## config.mk

```make
export PLATFORM = sky130hd
export DESIGN_NAME = seq_rshifter32
export DESIGN_NICKNAME = d
export VERILOG_FILES = /design/src/rtl/shifter_pkg.sv /design/src/rtl/rshift_stage.sv /design/src/rtl/seq_rshifter32.sv
export SDC_FILE = /design/constraint.sdc
export NUM_CORES = 1
export LEC_CHECK = 0
export ABC_AREA = 0
export BUFFER_PORTS_ARGS = -buffer_cell sky130_fd_sc_hd__buf_2
export CORE_MARGIN = 2
export CORE_UTILIZATION = 53
export CTS_BUF_LIST = sky130_fd_sc_hd__clkbuf_16
export DETAILED_ROUTE_END_ITERATION = 16
export PLACE_DENSITY = 0.86
export SLEW_MARGIN = 10
export SYNTH_ARGS = -nofsm -noshare
export SYNTH_HDL_FRONTEND = slang
export SYNTH_HIERARCHICAL = 1
export SYNTH_SLANG_ARGS = --single-unit
```

## constraint.sdc

```tcl
create_clock -name clk -period 3.51 [get_ports clk]
set_input_delay 1.053 -clock clk [delete_from_list [all_inputs] [get_ports clk]]
set_output_delay 1.053 -clock clk [all_outputs]
set_load 0.02 [all_outputs]
```

## src/rtl/shifter_pkg.sv

```systemverilog
// rtl/shifter_pkg.sv - shared encodings and default widths for the sequential right shifter
package shifter_pkg;

    localparam int DEFAULT_WIDTH = 32;
    localparam int DEFAULT_SHW   = $clog2(DEFAULT_WIDTH);

    typedef enum logic [1:0] {
        IDLE  = 2'd0,
        SHIFT = 2'd1,
        DONE  = 2'd2
    } state_t;

endpackage

```

## src/rtl/rshift_stage.sv

```systemverilog
// rtl/rshift_stage.sv - one binary-weighted right-shift stage (shift by 2^stage when selected)
module rshift_stage
    import shifter_pkg::*;
#(
    parameter int WIDTH = DEFAULT_WIDTH,
    parameter int SHW   = $clog2(WIDTH)
) (
    input  logic [WIDTH-1:0] data,
    input  logic             sel,
    input  logic [SHW-1:0]   stage,
    input  logic             fill,
    output logic [WIDTH-1:0] result
);

    logic [SHW:0]       amt;
    logic [2*WIDTH-1:0] ext;

    // Extend with the fill bit above the operand so shifted-in MSBs come from fill
    always_comb begin
        amt = '0;
        if (sel) begin
            amt = (SHW + 1)'(1) << stage;
        end
        ext    = {{WIDTH{fill}}, data} >> amt;
        result = ext[WIDTH-1:0];
    end

endmodule

```

## src/rtl/seq_rshifter32.sv

```systemverilog
// rtl/seq_rshifter32.sv - fixed-latency sequential barrel right shifter with valid/ready handshakes
module seq_rshifter32
    import shifter_pkg::*;
#(
    parameter  int WIDTH = DEFAULT_WIDTH,
    localparam int SHW   = $clog2(WIDTH)
) (
    input  logic             clk,
    input  logic             rst,
    input  logic             in_valid,
    output logic             in_ready,
    input  logic [WIDTH-1:0] in_data,
    input  logic [SHW-1:0]   in_shamt,
    input  logic             in_arith,
    output logic             out_valid,
    input  logic             out_ready,
    output logic [WIDTH-1:0] out_data,
    output logic             out_zero
);

    localparam logic [SHW-1:0] LAST_STG = SHW'(SHW - 1);

    state_t           state;
    logic [SHW-1:0]   stg;
    logic [WIDTH-1:0] work;
    logic [SHW-1:0]   shamt_q;
    logic             fill_q;
    logic [WIDTH-1:0] stage_out;

    // Single shared stage; stg walks it through every bit of the latched shift amount
    rshift_stage #(
        .WIDTH (WIDTH),
        .SHW   (SHW)
    ) u_stage (
        .data   (work),
        .sel    (shamt_q[stg]),
        .stage  (stg),
        .fill   (fill_q),
        .result (stage_out)
    );

    // Control FSM: accept in IDLE, always run all SHW stages, hold result in DONE until taken
    always_ff @(posedge clk or posedge rst) begin
        if (rst) begin
            state     <= IDLE;
            stg       <= '0;
            work      <= '0;
            shamt_q   <= '0;
            fill_q    <= 1'b0;
            out_data  <= '0;
            out_zero  <= 1'b0;
            out_valid <= 1'b0;
            in_ready  <= 1'b1;
        end else begin
            case (state)
                IDLE: begin
                    if (in_valid) begin
                        work     <= in_data;
                        shamt_q  <= in_shamt;
                        fill_q   <= in_arith & in_data[WIDTH-1];
                        stg      <= '0;
                        in_ready <= 1'b0;
                        state    <= SHIFT;
                    end
                end
                SHIFT: begin
                    work <= stage_out;
                    stg  <= stg + 1'b1;
                    if (stg == LAST_STG) begin
                        out_data  <= stage_out;
                        out_zero  <= (stage_out == '0);
                        out_valid <= 1'b1;
                        state     <= DONE;
                    end
                end
                DONE: begin
                    if (out_ready) begin
                        out_valid <= 1'b0;
                        in_ready  <= 1'b1;
                        state     <= IDLE;
                    end
                end
                default: begin
                    out_valid <= 1'b0;
                    in_ready  <= 1'b1;
                    state     <= IDLE;
                end
            endcase
        end
    end

endmodule

```

==> flow_metrics.py <==
metrics = {
    "job": {
        "max_cap_viol_count": 0,
    },
    "yosys": {
        "yosysWarnings": 6,
        "synth_edf_count": 0,
        "yosysUniqueCellTypes": 70,
        "syn_area_um2": 5420,
        "syn_area_per_cell_um2": 9.91,
        "seq_area_frac_synth_pct": 36.9,
        "synthArstFlopShare_pct": 100,
        "synth_flop_cell": "dfrtp_1",
        "synth.net_count": 591,
        "synthCells": 547,
        "synth_seq_cells": 80,
    },
    "layout": {
        "multi_input_area_um2": 3210,
        "nFillCells": 795,
        "final_common_cell": "nand2_1",
        "drive_above_1_share_pct": 37.1,
        "seq_area_um2": 2000,
        "final_cell_mix": "nand2_1, dfrtp_1, buf_4",
        "diodes": 0,
        "final_core_util_pct": 68.3,
        "area_growth_pct": 24.3,
        "final_nets": 719,
    },
    "clock_network": {
        "cts_made_buffers": 9,
        "numClockSinks": 80,
        "cts_max_level": 3,
        "clk_pin_slew_worst_paths_ns": 0.06,
        "insertion_delay_ns": 0.35,
        "cts_buffer_depth": 2,
        "ctsHoldBuffers": 0,
        "cts_tree": "yes",
        "cts_root_buf": "clkbuf_16",
    },
    "pwr": {
        "internal-power_mw": 4.70,
        "p_switching_mw": 4.00,
        "pwr-share-comb_pct": 66.0,
        "switching_share_pct": 46.0,
        "p_leak_nw": 3.20,
        "ir_drop_v": 0.00113,
        "pwr_density_cell_nw_per_um2": 1290,
        "pwr-share-clk_pct": 11.8,
        "power_frac_seq_pct": 22.2,
    },
    "setup_path": {
        "crit_start": "stg[1]$_DFFE_PP0P_",
        "crit_end": "out_zero$_DFFE_PP0P_",
        "crit_arrival_ns": 3.68,
        "worstPathMaxFanout": 5,
        "ff2ff_path_depth": 12,
        "cp.required_ns": 3.77,
        "rrSetupSlack_ns": 0.08,
        "reg2reg_to": "out_zero$_DFFE_PP0P_",
        "critPathLaunchType": "register",
        "r2r_start": "stg[1]$_DFFE_PP0P_",
        "crit_type": "register to register",
        "cp-end-kind": "register",
    },
    "timing": {
        "timing.final.hold_violations": 0,
        "finalClockSkew_ns": 0.00907,
        "fmax_ghz": 0.292,
        "rsz0062_at_grt": "true",
        "maxSlewViolCount": 0,
        "fin_crit_ns": 3.43,
        "tightest_slew_ns": 0.809,
        "finalSetupViolCount": 0,
        "tns_ns": 0,
        "fin_crit_sh_pct": 97.7,
        "slew_headroom_pct": 45.9,
    },
    "run_status": {
        "status": "complete, no violations",
    },
    "floorplan": {
        "die_area_um2": 11100,
        "num_io_pins": 77,
        "placementRows": 36,
        "die_height_um": 105,
        "initial_core_util_pct": 55.0,
        "die_w_um": 105,
        "core_area_um2": 9860,
    },
    "placed_design": {
        "routabilityCongestion": 1.01,
        "dp_hpwl_mm": 12.8,
        "port_buffers": 76,
    },
    "routing": {
        "drc": 0,
        "vias": 5083,
        "routed_wl_mm": 17.9,
        "first_pass_iters": 6,
        "antenna_left": 0,
        "dr.first_iter.drc_count": 386,
        "wl_per_cell_um": 22.1,
        "vias_per_cell": 6.25,
    },
    "global_route": {
        "grt_pass1_vias": 5106,
        "antenna_found_initial": 0,
        "grt_pass1_wl_mm": 28.5,
        "grt_max_degree": 66,
        "grtUsageTotal_pct": 33.5,
        "grt.overflow.total": 0,
    },
    "worst_hold_path": {
        "min_path_type": "register to register",
    },
}
-- Yosys cell counts, types with 7 or more instances --
| library cell | instances | area share [%] |
|---|---|---|
| a21oi_1 | 23 | 2.1 |
| buf_2 | 11 | 1.0 |
| clkbuf_1 | 12 | 0.83 |
| dfrtp_1 | 79 | 36 |
| inv_1 | 10 | 0.69 |
| mux2_2 | 18 | 3.7 |
| mux2_4 | 28 | 7.8 |
| mux2i_1 | 62 | 11 |
| nand2_1 | 80 | 5.5 |
| nand3_1 | 8 | 0.74 |
| nor2_1 | 20 | 1.4 |
| nor2b_1 | 7 | 0.81 |
| nor4_1 | 8 | 0.92 |
| o21ai_0 | 61 | 5.6 |
| o221ai_1 | 7 | 1.1 |
-- metal layers --
layer,routed length (um),up-vias,track usage [%]
li1,-,2279,-
met1,7420,2476,43.7
met2,8450,274,53.9
met3,1360,54,6.30
met4,701,0,14.9
met5,0,-,0
-- how the worst min path moves through the flow --
stage          slack, ns              startpoint  cells after the start                      to
3_5_place_dp        0.47  shamt_q[1]$_DFFE_PP0P_                      2  shamt_q[1]$_DFFE_PP0P_
2_1_floorplan       0.44      fill_q$_DFFE_PP0P_                      2      fill_q$_DFFE_PP0P_
4_1_cts             0.48  shamt_q[4]$_DFFE_PP0P_                      2  shamt_q[4]$_DFFE_PP0P_
3_3_place_gp        0.46  shamt_q[4]$_DFFE_PP0P_                      2  shamt_q[4]$_DFFE_PP0P_
6_report            0.48  shamt_q[4]$_DFFE_PP0P_                      2  shamt_q[4]$_DFFE_PP0P_
5_1_grt             0.51  shamt_q[4]$_DFFE_PP0P_                      2  shamt_q[4]$_DFFE_PP0P_
-- sequential cells by signal, summed over array words and instances, names as in the netlist --
signal,count
out_data,32
work,32
shamt_q,5
stg,5
state,2
fill_q,1
in_ready,1
out_valid,1
out_zero,1
-- kinds of logic (layout without fill, tap and decap cells) --
kind of cell	after synthesis	in the layout	synth area share, %
buf+inv	49	181	6.02
fa+ha+maj	2	2	0.462
simple gates	158	159	14.8
flops	80	80	36.9
xor+xnor	1	1	0.162
compound gates	147	147	17.8
mux	110	110	23.8
-- power by group through the flow --
stage               Combinational (mW)  Clock, mW  Sequential, mW
floorplan                         3.23          0            1.93
global placement                  5.27          0            1.88
detailed placement                5.37          0            1.90
CTS                               5.52       1.04            1.90
global route                      6.13       1.08            1.98
finish                            5.74       1.03            1.93
-- timing repair --
| item | CTS | global route |
|---|---|---|
| gates cloned | 1 | 0 |
| endpoints found under the hold margin | 0 | 0 |
| buffers inserted | 5 | 1 |
| pin swaps | 1 | 4 |
| setup endpoints to repair | 1 | 1 |
| resized for setup | 4 | 16 |
-- worst max-delay path, stage by stage (launching register included) --
cell	delay [ns]
dfrtp_1	0.42
mux4_2	0.34
inv_1	0.04
o32ai_2	0.15
or4b_4	0.58
nor2_4	0.22
buf_4	0.17
mux2i_1	0.22
buf_4	0.17
o2111ai_1	0.15
nor4_2	0.46
nand4_1	0.18
o31ai_2	0.24
-- final cells by class --
type                       count  share of cell area (%)
clock buffer                   9                    3.34
clock inverter                 7                    1.43
inverter                      10                   0.575
multi-input combinational    419                    47.6
sequential                    80                    29.7
tap                          133                    2.47
timing repair buffer         155                    14.8
-- metrics by stage --
stage	hold WS (ns)	area [um^2]	setup WS [ns]	total power, mW	std cells
CTS	0.485	6660	0.0315	8.46	812
finish	0.479	6740	0.0818	8.70	813
detailed placement	0.469	6270	-0.109	7.27	790
global route	0.511	6740	-0.0217	9.19	813
global placement	0.460	6270	-0.107	7.15	790
floorplan	0.437	5420	0.157	5.17	547
Power figures use the tool's default switching activity.
